===== config.mk =====
export PLATFORM = sky130hd
export DESIGN_NAME = lf16_sub_pipe
export DESIGN_NICKNAME = d
export VERILOG_FILES = /design/src/rtl/lf_pkg.sv /design/src/rtl/lf_prefix_levels.sv /design/src/rtl/lf16_sub_pipe.sv
export SDC_FILE = /design/constraint.sdc
export NUM_CORES = 1
export LEC_CHECK = 0
export ABC_AREA = 1
export CORE_ASPECT_RATIO = 0.9
export CORE_UTILIZATION = 55
export DETAILED_ROUTE_END_ITERATION = 12
export PLACE_DENSITY = 0.91
export SLEW_MARGIN = 40
export SYNTH_ARGS = -nofsm -noshare
export SYNTH_HDL_FRONTEND = slang
export SYNTH_SLANG_ARGS = --single-unit

===== constraint.sdc =====
create_clock -name clk -period 2.9 [get_ports clk]
set_input_delay 0.58 -clock clk [delete_from_list [all_inputs] [get_ports clk]]
set_output_delay 0.58 -clock clk [all_outputs]
set_load 0.02 [all_outputs]

===== src/rtl/lf_pkg.sv =====
// lf_pkg: shared types and helpers for the Ladner-Fischer prefix datapath.
//   pg_t        : propagate/generate pair for one bit or one group span
//   lf_combine  : prefix operator; merges a high span with the span below it
//   clog2       : prefix depth of an operand width
//   s1_levels   : prefix levels evaluated ahead of the first pipeline register
package lf_pkg;

  typedef struct packed {
    logic p;
    logic g;
  } pg_t;

  // The high span passes the low span's generate through only if it
  // propagates across its whole width.
  function automatic pg_t lf_combine(pg_t hi, pg_t lo);
    pg_t r;
    r.p = hi.p & lo.p;
    r.g = hi.g | (hi.p & lo.g);
    return r;
  endfunction

  function automatic int clog2(int v);
    int r;
    r = 32'sd0;
    while ((32'sd1 <<< r) < v) begin
      r = r + 32'sd1;
    end
    return r;
  endfunction

  // WIDTH/8 clipped to [1, depth-1] so both pipeline stages hold at least
  // one prefix level.
  function automatic int s1_levels(int width);
    int depth;
    int s;
    depth = clog2(width);
    s     = width / 32'sd8;
    if (s < 32'sd1) begin
      s = 32'sd1;
    end else if (s > depth - 32'sd1) begin
      s = depth - 32'sd1;
    end else begin
      s = s;
    end
    return s;
  endfunction

endpackage


===== src/rtl/lf_prefix_levels.sv =====
// lf_prefix_levels: combinational slice of a Ladner-Fischer prefix network.
// Evaluates NUM_LEVELS consecutive levels starting at FIRST_LEVEL, so a full
// network can be cut anywhere for pipelining.
//   p_in/g_in   : group propagate/generate entering the slice
//   p_out/g_out : group propagate/generate leaving the slice
// At level k, every bit whose index has bit k set sits in an odd block of
// size 2^k and combines with the prefix ending just below that block.
module lf_prefix_levels
  import lf_pkg::*;
#(
  parameter int WIDTH       = 16,
  parameter int FIRST_LEVEL = 0,
  parameter int NUM_LEVELS  = 1
) (
  input  logic [WIDTH-1:0] p_in,
  input  logic [WIDTH-1:0] g_in,
  output logic [WIDTH-1:0] p_out,
  output logic [WIDTH-1:0] g_out
);

  for (genvar l = 0; l < NUM_LEVELS; l++) begin : g_lvl
    localparam int K = FIRST_LEVEL + l;

    logic [WIDTH-1:0] p_prev_s;
    logic [WIDTH-1:0] g_prev_s;
    logic [WIDTH-1:0] p_s;
    logic [WIDTH-1:0] g_s;

    if (l == 0) begin : g_first
      assign p_prev_s = p_in;
      assign g_prev_s = g_in;
    end else begin : g_chain
      assign p_prev_s = g_lvl[l-1].p_s;
      assign g_prev_s = g_lvl[l-1].g_s;
    end

    for (genvar i = 0; i < WIDTH; i++) begin : g_bit
      if (((i >> K) % 32'sd2) == 32'sd1) begin : g_cmb
        // Last bit of the preceding block of size 2^K.
        localparam int J = ((i >> K) << K) - 32'sd1;
        pg_t r_s;
        assign r_s    = lf_combine({p_prev_s[i], g_prev_s[i]},
                                   {p_prev_s[J], g_prev_s[J]});
        assign p_s[i] = r_s.p;
        assign g_s[i] = r_s.g;
      end else begin : g_pass
        assign p_s[i] = p_prev_s[i];
        assign g_s[i] = g_prev_s[i];
      end
    end
  end

  assign p_out = g_lvl[NUM_LEVELS-1].p_s;
  assign g_out = g_lvl[NUM_LEVELS-1].g_s;

endmodule


===== src/rtl/lf16_sub_pipe.sv =====
// lf16_sub_pipe: two-stage pipelined subtractor, diff = a - b - bin, built on
// a Ladner-Fischer prefix carry network with a valid/ready stall pipeline.
//   clk, rst              : clock and synchronous active-high reset
//   in_valid/in_ready     : operand handshake (a, b, bin)
//   out_valid/out_ready   : result handshake (diff, bout, zero, ovf)
//   diff                  : a - b - bin modulo 2^WIDTH
//   bout                  : borrow out, set when a < b + bin (unsigned)
//   zero                  : diff is all zeros
//   ovf                   : two's-complement overflow of the subtraction
// Subtraction is evaluated as a + ~b + ~bin. The carry-in is folded into
// bit 0 as the generate of a virtual bit below it, so the group generate
// ending at bit i is the carry into bit i+1.
module lf16_sub_pipe
  import lf_pkg::*;
#(
  parameter int WIDTH     = 16,
  parameter int S1_LEVELS = s1_levels(WIDTH)
) (
  input  logic             clk,
  input  logic             rst,
  input  logic             in_valid,
  output logic             in_ready,
  input  logic [WIDTH-1:0] a,
  input  logic [WIDTH-1:0] b,
  input  logic             bin,
  output logic             out_valid,
  input  logic             out_ready,
  output logic [WIDTH-1:0] diff,
  output logic             bout,
  output logic             zero,
  output logic             ovf
);

  localparam int L         = clog2(WIDTH);
  localparam int S2_LEVELS = L - S1_LEVELS;

  // Handshake
  logic adv1_s;
  logic adv2_s;
  logic s1_valid_r;
  logic s2_valid_r;

  // Stage 0 (combinational, ahead of the S1 register)
  logic [WIDTH-1:0] p0_s;
  logic [WIDTH-1:0] g0_s;
  logic [WIDTH-1:0] pf_s;
  logic [WIDTH-1:0] gf_s;
  logic [WIDTH-1:0] gp1_s;
  logic [WIDTH-1:0] gg1_s;
  logic             cin_s;
  pg_t              bit0_s;

  // Stage 1 registers
  logic [WIDTH-1:0] p_r;
  logic [WIDTH-1:0] gp_r;
  logic [WIDTH-1:0] gg_r;
  logic             cin_r;
  logic             sa_r;
  logic             sb_r;

  // Stage 2 combinational
  logic [WIDTH-1:0] unused_gp2_s;
  logic [WIDTH-1:0] gg2_s;
  logic [WIDTH-1:0] carry_s;
  logic [WIDTH-1:0] diff_s;
  logic             bout_s;
  logic             zero_s;
  logic             ovf_s;

  // Stage 2 registers
  logic [WIDTH-1:0] diff_r;
  logic             bout_r;
  logic             zero_r;
  logic             ovf_r;

  assign adv2_s   = ~s2_valid_r | out_ready;
  assign adv1_s   = ~s1_valid_r | adv2_s;
  assign in_ready = adv1_s;

  assign cin_s = ~bin;
  assign p0_s  = a ^ ~b;
  assign g0_s  = a & ~b;

  // Virtual bit -1 has p=0, g=cin; merging it into bit 0 leaves the whole
  // network free of a separate carry-in column.
  assign bit0_s = lf_combine({p0_s[0], g0_s[0]}, {1'b0, cin_s});
  assign pf_s   = {p0_s[WIDTH-1:1], bit0_s.p};
  assign gf_s   = {g0_s[WIDTH-1:1], bit0_s.g};

  lf_prefix_levels #(
    .WIDTH      (WIDTH),
    .FIRST_LEVEL(0),
    .NUM_LEVELS (S1_LEVELS)
  ) u_prefix_s1 (
    .p_in (pf_s),
    .g_in (gf_s),
    .p_out(gp1_s),
    .g_out(gg1_s)
  );

  // Stage 1 register: partial prefix, raw propagate for the sum, operand signs.
  always_ff @(posedge clk) begin
    if (rst) begin
      s1_valid_r <= 1'b0;
      p_r        <= {WIDTH{1'b0}};
      gp_r       <= {WIDTH{1'b0}};
      gg_r       <= {WIDTH{1'b0}};
      cin_r      <= 1'b0;
      sa_r       <= 1'b0;
      sb_r       <= 1'b0;
    end else if (adv1_s) begin
      s1_valid_r <= in_valid;
      p_r        <= p0_s;
      gp_r       <= gp1_s;
      gg_r       <= gg1_s;
      cin_r      <= cin_s;
      sa_r       <= a[WIDTH-1];
      sb_r       <= b[WIDTH-1];
    end else begin
      s1_valid_r <= s1_valid_r;
    end
  end

  lf_prefix_levels #(
    .WIDTH      (WIDTH),
    .FIRST_LEVEL(S1_LEVELS),
    .NUM_LEVELS (S2_LEVELS)
  ) u_prefix_s2 (
    .p_in (gp_r),
    .g_in (gg_r),
    .p_out(unused_gp2_s),
    .g_out(gg2_s)
  );

  // Group generate ending at bit i-1 is the carry into bit i.
  assign carry_s = {gg2_s[WIDTH-2:0], cin_r};
  assign diff_s  = p_r ^ carry_s;
  assign bout_s  = ~gg2_s[WIDTH-1];
  assign zero_s  = (diff_s == {WIDTH{1'b0}});
  assign ovf_s   = (sa_r ^ sb_r) & (diff_s[WIDTH-1] ^ sa_r);

  // Stage 2 register: final result and flags; holds while stalled.
  always_ff @(posedge clk) begin
    if (rst) begin
      s2_valid_r <= 1'b0;
      diff_r     <= {WIDTH{1'b0}};
      bout_r     <= 1'b0;
      zero_r     <= 1'b0;
      ovf_r      <= 1'b0;
    end else if (adv2_s) begin
      s2_valid_r <= s1_valid_r;
      diff_r     <= diff_s;
      bout_r     <= bout_s;
      zero_r     <= zero_s;
      ovf_r      <= ovf_s;
    end else begin
      s2_valid_r <= s2_valid_r;
    end
  end

  assign out_valid = s2_valid_r;
  assign diff      = diff_r;
  assign bout      = bout_r;
  assign zero      = zero_r;
  assign ovf       = ovf_r;

endmodule


==> summary.txt, run 1 <==
Floorplanning
  – Die area: ~0.0060 mm²
  – Initial Utilization: 0.583
  – Die W: 81.6 µm
  – Top Ports: 58
  – Die Span Y: 73.7 µm
  – Row Count: 25
  – Core area: 0.00538 mm²

Yosys
  – Yosys reg bits: 65
  – Syn Area/Cell: 7.21 µm²
  – Area leader, netlist: dfxtp_1
  – Yosys warns: 0
  – Synth Cell Area: approximately 0.0031 mm²
  – Synth unique cells: 27
  – Top-area cell type share of the netlist area: 0.415
  – Mapped Cells: 435
  – Sequential area share after synthesis: 0.415
  – Synth top area cells: dfxtp_1 41%, nand2_1 13%, inv_1 8.4%
  – Syn Nets: 489

Timing
  – Crit share post-route: 0.864
  – Tmin final: approximately 2.5 ns
  – Fin. max-slew vios: 0
  – Setup Skew: 0.00633 ns
  – RSZ-0062 raised after global routing: no
  – Fmax: 0.399 GHz
  – Final hold vios: 0
  – Final setup fails: 0
  – Max-slew headroom: 0.587
  – Measured slew at the worst slew-check pin: ~0.62 ns
  – Setup TNS: 0 ns

Flow run
  – MaxCap Viol Count: 0

Clocking
  – # hold bufs at CTS: 0
  – Clock Path Buffers: 2
  – CTS root buffer: clkbuf_8
  – TritonCTS buffer count: 9
  – Post-CTS sizing: 0
  – Clock Pin Slew Worst Setup and Hold Paths: 0.07 ns
  – H-tree levels: 3
  – Worst skew pair latency: 0.35 ns
  – Postcts setup bufs: 0
  – CTS tree: yes
  – Clk sinks: 65

Min path
  – Hold/Removal Path Class: register to register
  – Hold path depth: 2
  – Min-Delay Endpoint: gp_r[5]
  – Hold path startpoint: gp_r[5]

Routing
  – DR vias: 2950
  – DRC viols: 0
  – Post-detailed-route count of antenna-violating nets: 0
  – Starting DRC count in detailed routing: ~240
  – Drt first pass iters: 6
  – Number of vias per cell: roughly 5.3
  – Routed wire per std cell: 12.7 µm
  – Wirelength, routed: 7130 µm

Worst setup path
  – Slowest CP cell: clkdlybuf4s50_1
  – Element type at the critical path start: input pin
  – Reg-to-Reg Start: out_valid
  – Setup Crit Path Kind: input pin to output port
  – Cell chain of the critical path: clkdlybuf4s50_1 -> inv_1 -> nand2_2 -> inv_2 -> nand2_2 -> clkdlybuf4s50_1
  – Critical Path AT: 1.93 ns
  – Critical-path maximum fanout: 7
  – CP delay by family, top: buffers and inverters
  – Crit path buf inv count: 4
  – Reg-to-reg slack, setup: 1.01 ns
  – RR Endpoint: gp_r[11]
  – Crit. End Element: output port
  – R2R depth: 7
  – WP data required: 2.32 ns
  – Slowest stage delay, CP: 0.61 ns

Pwr
  – Switching power share of the total: 0.274
  – Logic pwr share: 0.181
  – NetSw: ~0.61 mW
  – Total power: 2.22 mW
  – Peak supply drop: 0.333 mV
  – Total leakage power: 1.97 nW
  – P per Cell Area: 566 mW/mm²
  – Clock network power share: 0.367
  – Int Power: 1.61 mW
  – Register share of total power: 0.452

Final layout
  – Antenna Cells: 0
  – Most frequent cells in the layout: 111 x nand2_1, 70 x inv_1, 65 x dfxtp_1
  – Share of post-route cells with drive strength above 1: 0.0609
  – Area Growth Syn to Fin: 25.3%
  – Nets: 542
  – # fillers: about 420
  – Commonest non-fill, non-tap cell in the layout: nand2_1

Global routing
  – Vias in the first global route: 2723
  – Overall Global Routing Usage: 0.263
  – Initial antenna violation count: 0
  – GRT overflow: 0
  – Largest net degree at the start of global routing: 47
  – First-pass GRT wire length: approximately 12000 µm

Outcome
  – Outcome: finished clean

Placement
  – HPWL Detailed: approximately 5000 µm
  – GP Congestion: roughly 0.80
  – Port Buf Inserts: 57
-- cells in the mapped netlist (all sizes together) --
cell type  count
buf           13
inv           72
a31oi          7
nand2        118
nand3b         3
o211ai         7
dfxtp         65
o21ai         35
xnor2          1
nor2          15
a21o           3
o21a           1
clkbuf         6
a21oi         46
mux2i          1
ha            17
xor2           1
nand3         18
o21bai         6
-- cells by family after synthesis --
family          Yosys count  share of synthesized area
compound gates          105                      0.185
fa+ha+maj                17                     0.0678
buf+inv                  91                      0.120
flops                    65                      0.415
simple gates            154                      0.204
xor+xnor                  2                    0.00558
mux                       1                    0.00319
-- flip-flops by register name, summed over array words and instances (netlist names) --
| register | count |
|---|---|
| out_valid | 1 |
| sa_r | 1 |
| gg_r | 16 |
| p_r | 16 |
| sb_r | 1 |
| s1_valid_r | 1 |
| cin_r | 1 |
| gp_r | 9 |
| diff | 16 |
| bout | 1 |
| ovf | 1 |
| zero | 1 |
-- metrics by stage --
step / util / hold WS [ns] / worst slack (ns) / cells / cell area (µm²)
after floorplan: - / 0.440 / 1.13 / 435 / 3140
after detailed placement: 0.691 / 0.454 / 0.321 / 544 / 3720
after global routing: 0.731 / 0.488 / 0.327 / 560 / 3930
after CTS: 0.731 / 0.463 / 0.384 / 560 / 3930
after global placement: 0.691 / 0.449 / 0.406 / 544 / 3720
final: 0.731 / 0.464 / 0.393 / 560 / 3930
-- routing by layer --
layer	wire length [µm]	track usage	part of all wire	vias to the layer above
met1	3070	0.317	0.43	1318
met5	0	0	0	-
met2	3450	0.439	0.48	114
met4	147	0.0916	0.021	0
li1	-	-	-	1498
met3	464	0.0857	0.065	20
-- power by group through the flow --
stage	logic, mW	registers [mW]	clock network, mW
floorplan	0.215	1.05	0
global placement	0.384	1.02	0
detailed placement	0.397	1.02	0
CTS	0.403	1.00	0.821
global route	0.452	1.01	0.863
finish	0.403	1.00	0.817
-- worst max-delay path by stage --
stage	from	end	slack, ns	cells after the start
after global placement	out_ready	in_ready	0.41	6
after global routing	out_ready	in_ready	0.33	6
final	out_ready	in_ready	0.39	6
after floorplan	out_ready	in_ready	1.13	6
after CTS	out_ready	in_ready	0.38	6
after detailed placement	out_ready	p_r[15]	0.32	9
-- cell type report --
cell class	count	area, µm²	area share
Tap cell	67	83.8	0.0213
Timing Repair Buffer	61	601	0.153
Inverter	72	270	0.0687
Multi-Input combinational cell	279	1460	0.371
Clock inverter	4	50.0	0.0127
Sequential cell	65	1300	0.331
Clock buffer	12	165	0.0420
-- worst reg2reg max path, cell delays in order (launching register included) --
cell	delay [ns]
dfxtp_1	0.35
nand2_2	0.07
inv_2	0.12
nand2_2	0.10
buf_4	0.27
inv_2	0.54
nand2_1	0.16
a21oi_1	0.21
(Power assumes the default switching activity.)
==> inputs of run 2 (changes only) <==
--- a/config.mk
+++ b/config.mk
@@ -9,5 +9,5 @@
 export CORE_ASPECT_RATIO = 0.9
-export CORE_UTILIZATION = 55
+export CORE_UTILIZATION = 56
 export DETAILED_ROUTE_END_ITERATION = 12
-export PLACE_DENSITY = 0.91
+export PLACE_DENSITY = 0.93
 export SLEW_MARGIN = 40
==> constraint.sdc (replaced) <==
create_clock -name clk -period 2.9 [get_ports clk]
set_input_delay 0.87 -clock clk [delete_from_list [all_inputs] [get_ports clk]]
set_output_delay 0.87 -clock clk [all_outputs]
set_load 0.02 [all_outputs]
==> run 2 against run 1 <==
Against the previous run:
- sequential power barely moved
- combinational power barely moved
- fmax fell by 9.8%
- flip-flop and latch count did not move
- first-iteration DRC count fell by 7.8%
- non-clock buffer count rose by 1
- global-route usage fell by 0.10 points
- total power fell by 0.78%
- critical path depth did not move
- routed wire length fell by 2.3%
- register-to-register slack improved by 0.06 ns
- largest cell class unchanged
==> summary.txt, run 2 (same netlist as run 1, synthesis figures left out) <==
Clocking
  – TritonCTS buffer count: 9
  – CTS tree: yes
  – Clock Path Buffers: 2
  – # hold bufs at CTS: 0
  – CTS root buffer: clkbuf_8
  – Clk sinks: 65
  – H-tree levels: 3
  – Clock Pin Slew Worst Setup and Hold Paths: about 0.06 ns
  – Worst skew pair latency: roughly 0.35 ns

Routing
  – DRC viols: 0
  – Drt first pass iters: 4
  – Routed wire per std cell: 12.4 µm
  – DR vias: roughly 3.0k
  – Number of vias per cell: 5.32
  – Wirelength, routed: between 6000 and 7000 µm
  – Starting DRC count in detailed routing: between 200 and 250
  – Post-detailed-route count of antenna-violating nets: 0

Worst setup path
  – RR Endpoint: p_r[12]
  – Slowest CP cell: clkdlybuf4s50_1
  – Setup Crit Path Kind: input pin to output port
  – Cell chain of the critical path: clkdlybuf4s50_1 -> inv_1 -> nand2_2 -> inv_2 -> nand2_2 -> dlygate4sd2_1
  – Critical-path maximum fanout: 2
  – CP delay by family, top: buffers and inverters
  – Reg-to-reg slack, setup: 1.07 ns
  – Reg-to-Reg Start: out_valid
  – Element type at the critical path start: input pin
  – Crit. End Element: output port
  – R2R depth: 7
  – Most frequent cell on the critical path: nand2_2
  – Setup crit end: in_ready
  – Slowest stage delay, CP: 0.46 ns
  – Worst Setup SP: out_ready
  – WP data required: 2.03 ns
  – Critical Path Stages: 6
  – Critical Path AT: 1.91 ns
  – Crit path buf inv count: 4

Timing
  – Crit share post-route: 0.958
  – Final setup fails: 0
  – RSZ-0062 raised after global routing: no
  – Final hold vios: 0
  – Max-slew headroom: 0.592
  – Fin. max-slew vios: 0
  – Measured slew at the worst slew-check pin: a little over 0.6 ns
  – Fmax: between 0.3 and 0.4 GHz
  – Setup Skew: 0.00603 ns
  – Hold Slack: roughly 0.46 ns
  – Tmin final: 2.78 ns

Global routing
  – Overall Global Routing Usage: 0.262
  – Largest net degree at the start of global routing: 47
  – GRT overflow: 0
  – Vias in the first global route: 2831
  – Initial antenna violation count: 0
  – First-pass GRT wire length: 11800 µm

Pwr
  – P per Cell Area: 560 mW/mm²
  – Clock network power share: 0.362
  – Total leakage power: approximately 2 nW
  – Register share of total power: 0.455
  – Logic pwr share: 0.183
  – Int Power: between 1.5 and 2 mW
  – Peak supply drop: 0.382 mV
  – Switching power share of the total: 0.267
  – Total power: 2.21 mW
  – NetSw: 0.589 mW

Floorplanning
  – Core area: 0.00532 mm²
  – Row Count: 25
  – Die W: 80.9 µm
  – Initial Utilization: 0.590
  – Top Ports: 58
  – Die area: approximately 0.006 mm²
  – Die Span Y: 73.0 µm

Placement
  – HPWL Detailed: 4870 µm
  – Post-place instance area: 0.00374 mm²
  – Port Buf Inserts: 57
  – GP Congestion: 0.803

Final layout
  – Area Growth Syn to Fin: 25.6%
  – Share of post-route cells with drive strength above 1: 0.0587
  – Nets: 543
  – Multi-input gate area: 0.00146 mm²
  – Design area: 0.00394 mm²
  – Antenna Cells: 0
  – # fillers: about 420
  – Commonest non-fill, non-tap cell in the layout: nand2_1
  – Most frequent cells in the layout: 111 x nand2_1, 70 x inv_1, 65 x dfxtp_1
  – Storage cell area: around 0.0013 mm²

Outcome
  – Outcome: finished clean

Min path
  – Hold/Removal Path Class: register to register

Flow run
  – MaxCap Viol Count: 0
-- run 2: cell types whose count changed in the layout (fill, tap and decap cells not counted), sizes merged --
cell / change
buf: +1
clkbuf: +2
clkdlybuf4s50: -1
clkinvlp: -2
dlygate4sd2: +1
-- run 2: power by group through the flow --
| stage | clock network (mW) | registers, mW | logic, mW |
|---|---|---|---|
| final | 0.799 | 1.00 | 0.403 |
| after global routing | 0.852 | 1.01 | 0.449 |
| after CTS | 0.803 | 1.00 | 0.403 |
| after detailed placement | 0 | 1.02 | 0.398 |
| after global placement | 0 | 1.02 | 0.386 |
| after floorplan | 0 | 1.05 | 0.215 |
-- run 2: worst min-delay path, delay by kind of cell, from the launching register on --
family / cells / cell delay (ns)
AND/OR/NAND/NOR: 1 / 0.06
AO/OA/AOI/OAI: 1 / 0.05
flip-flops: 1 / 0.31
-- run 2: worst min-delay path by stage --
stage,from,end,slack [ns],depth (start not counted)
floorplan,gg_r[13],gg_r[13],0.44,2
global placement,gp_r[9],gp_r[9],0.45,2
detailed placement,gg_r[5],gg_r[5],0.45,2
CTS,gg_r[5],gg_r[5],0.46,2
global route,p_r[14],p_r[14],0.49,2
finish,gg_r[5],gg_r[5],0.46,2
-- run 2: timing repair --
action | in CTS | in global routing
setup endpoints to repair | 1 | 0
gates resized for setup | 1 | 0
setup buffers | 0 | 0
-- run 2: per-layer routing --
metal	part of all wire	GRT usage	vias up
met3	0.060	0.0838	11
met5	0	0	-
li1	-	-	1491
met2	0.50	0.454	91
met1	0.43	0.305	1391
met4	0.011	0.0873	0
-- run 2: area by class of cell --
type	instances	share of cell area
Sequential cell	65	0.330
Inverter	72	0.0685
Tap cell	67	0.0213
Clock inverter	2	0.00889
Timing Repair Buffer	62	0.157
Clock buffer	14	0.0438
Multi-Input combinational cell	279	0.370
-- run 2: stage by stage --
| stage | util | cells | TNS, ns | worst slack [ns] |
|---|---|---|---|---|
| after floorplan | - | 435 | 0 | 0.552 |
| after global placement | 0.703 | 545 | -0.140 | -0.140 |
| after detailed placement | 0.703 | 545 | -0.135 | -0.135 |
| after CTS | 0.741 | 561 | 0 | 0.123 |
| after global routing | 0.741 | 561 | 0 | 0.0796 |
| final | 0.741 | 561 | 0 | 0.121 |
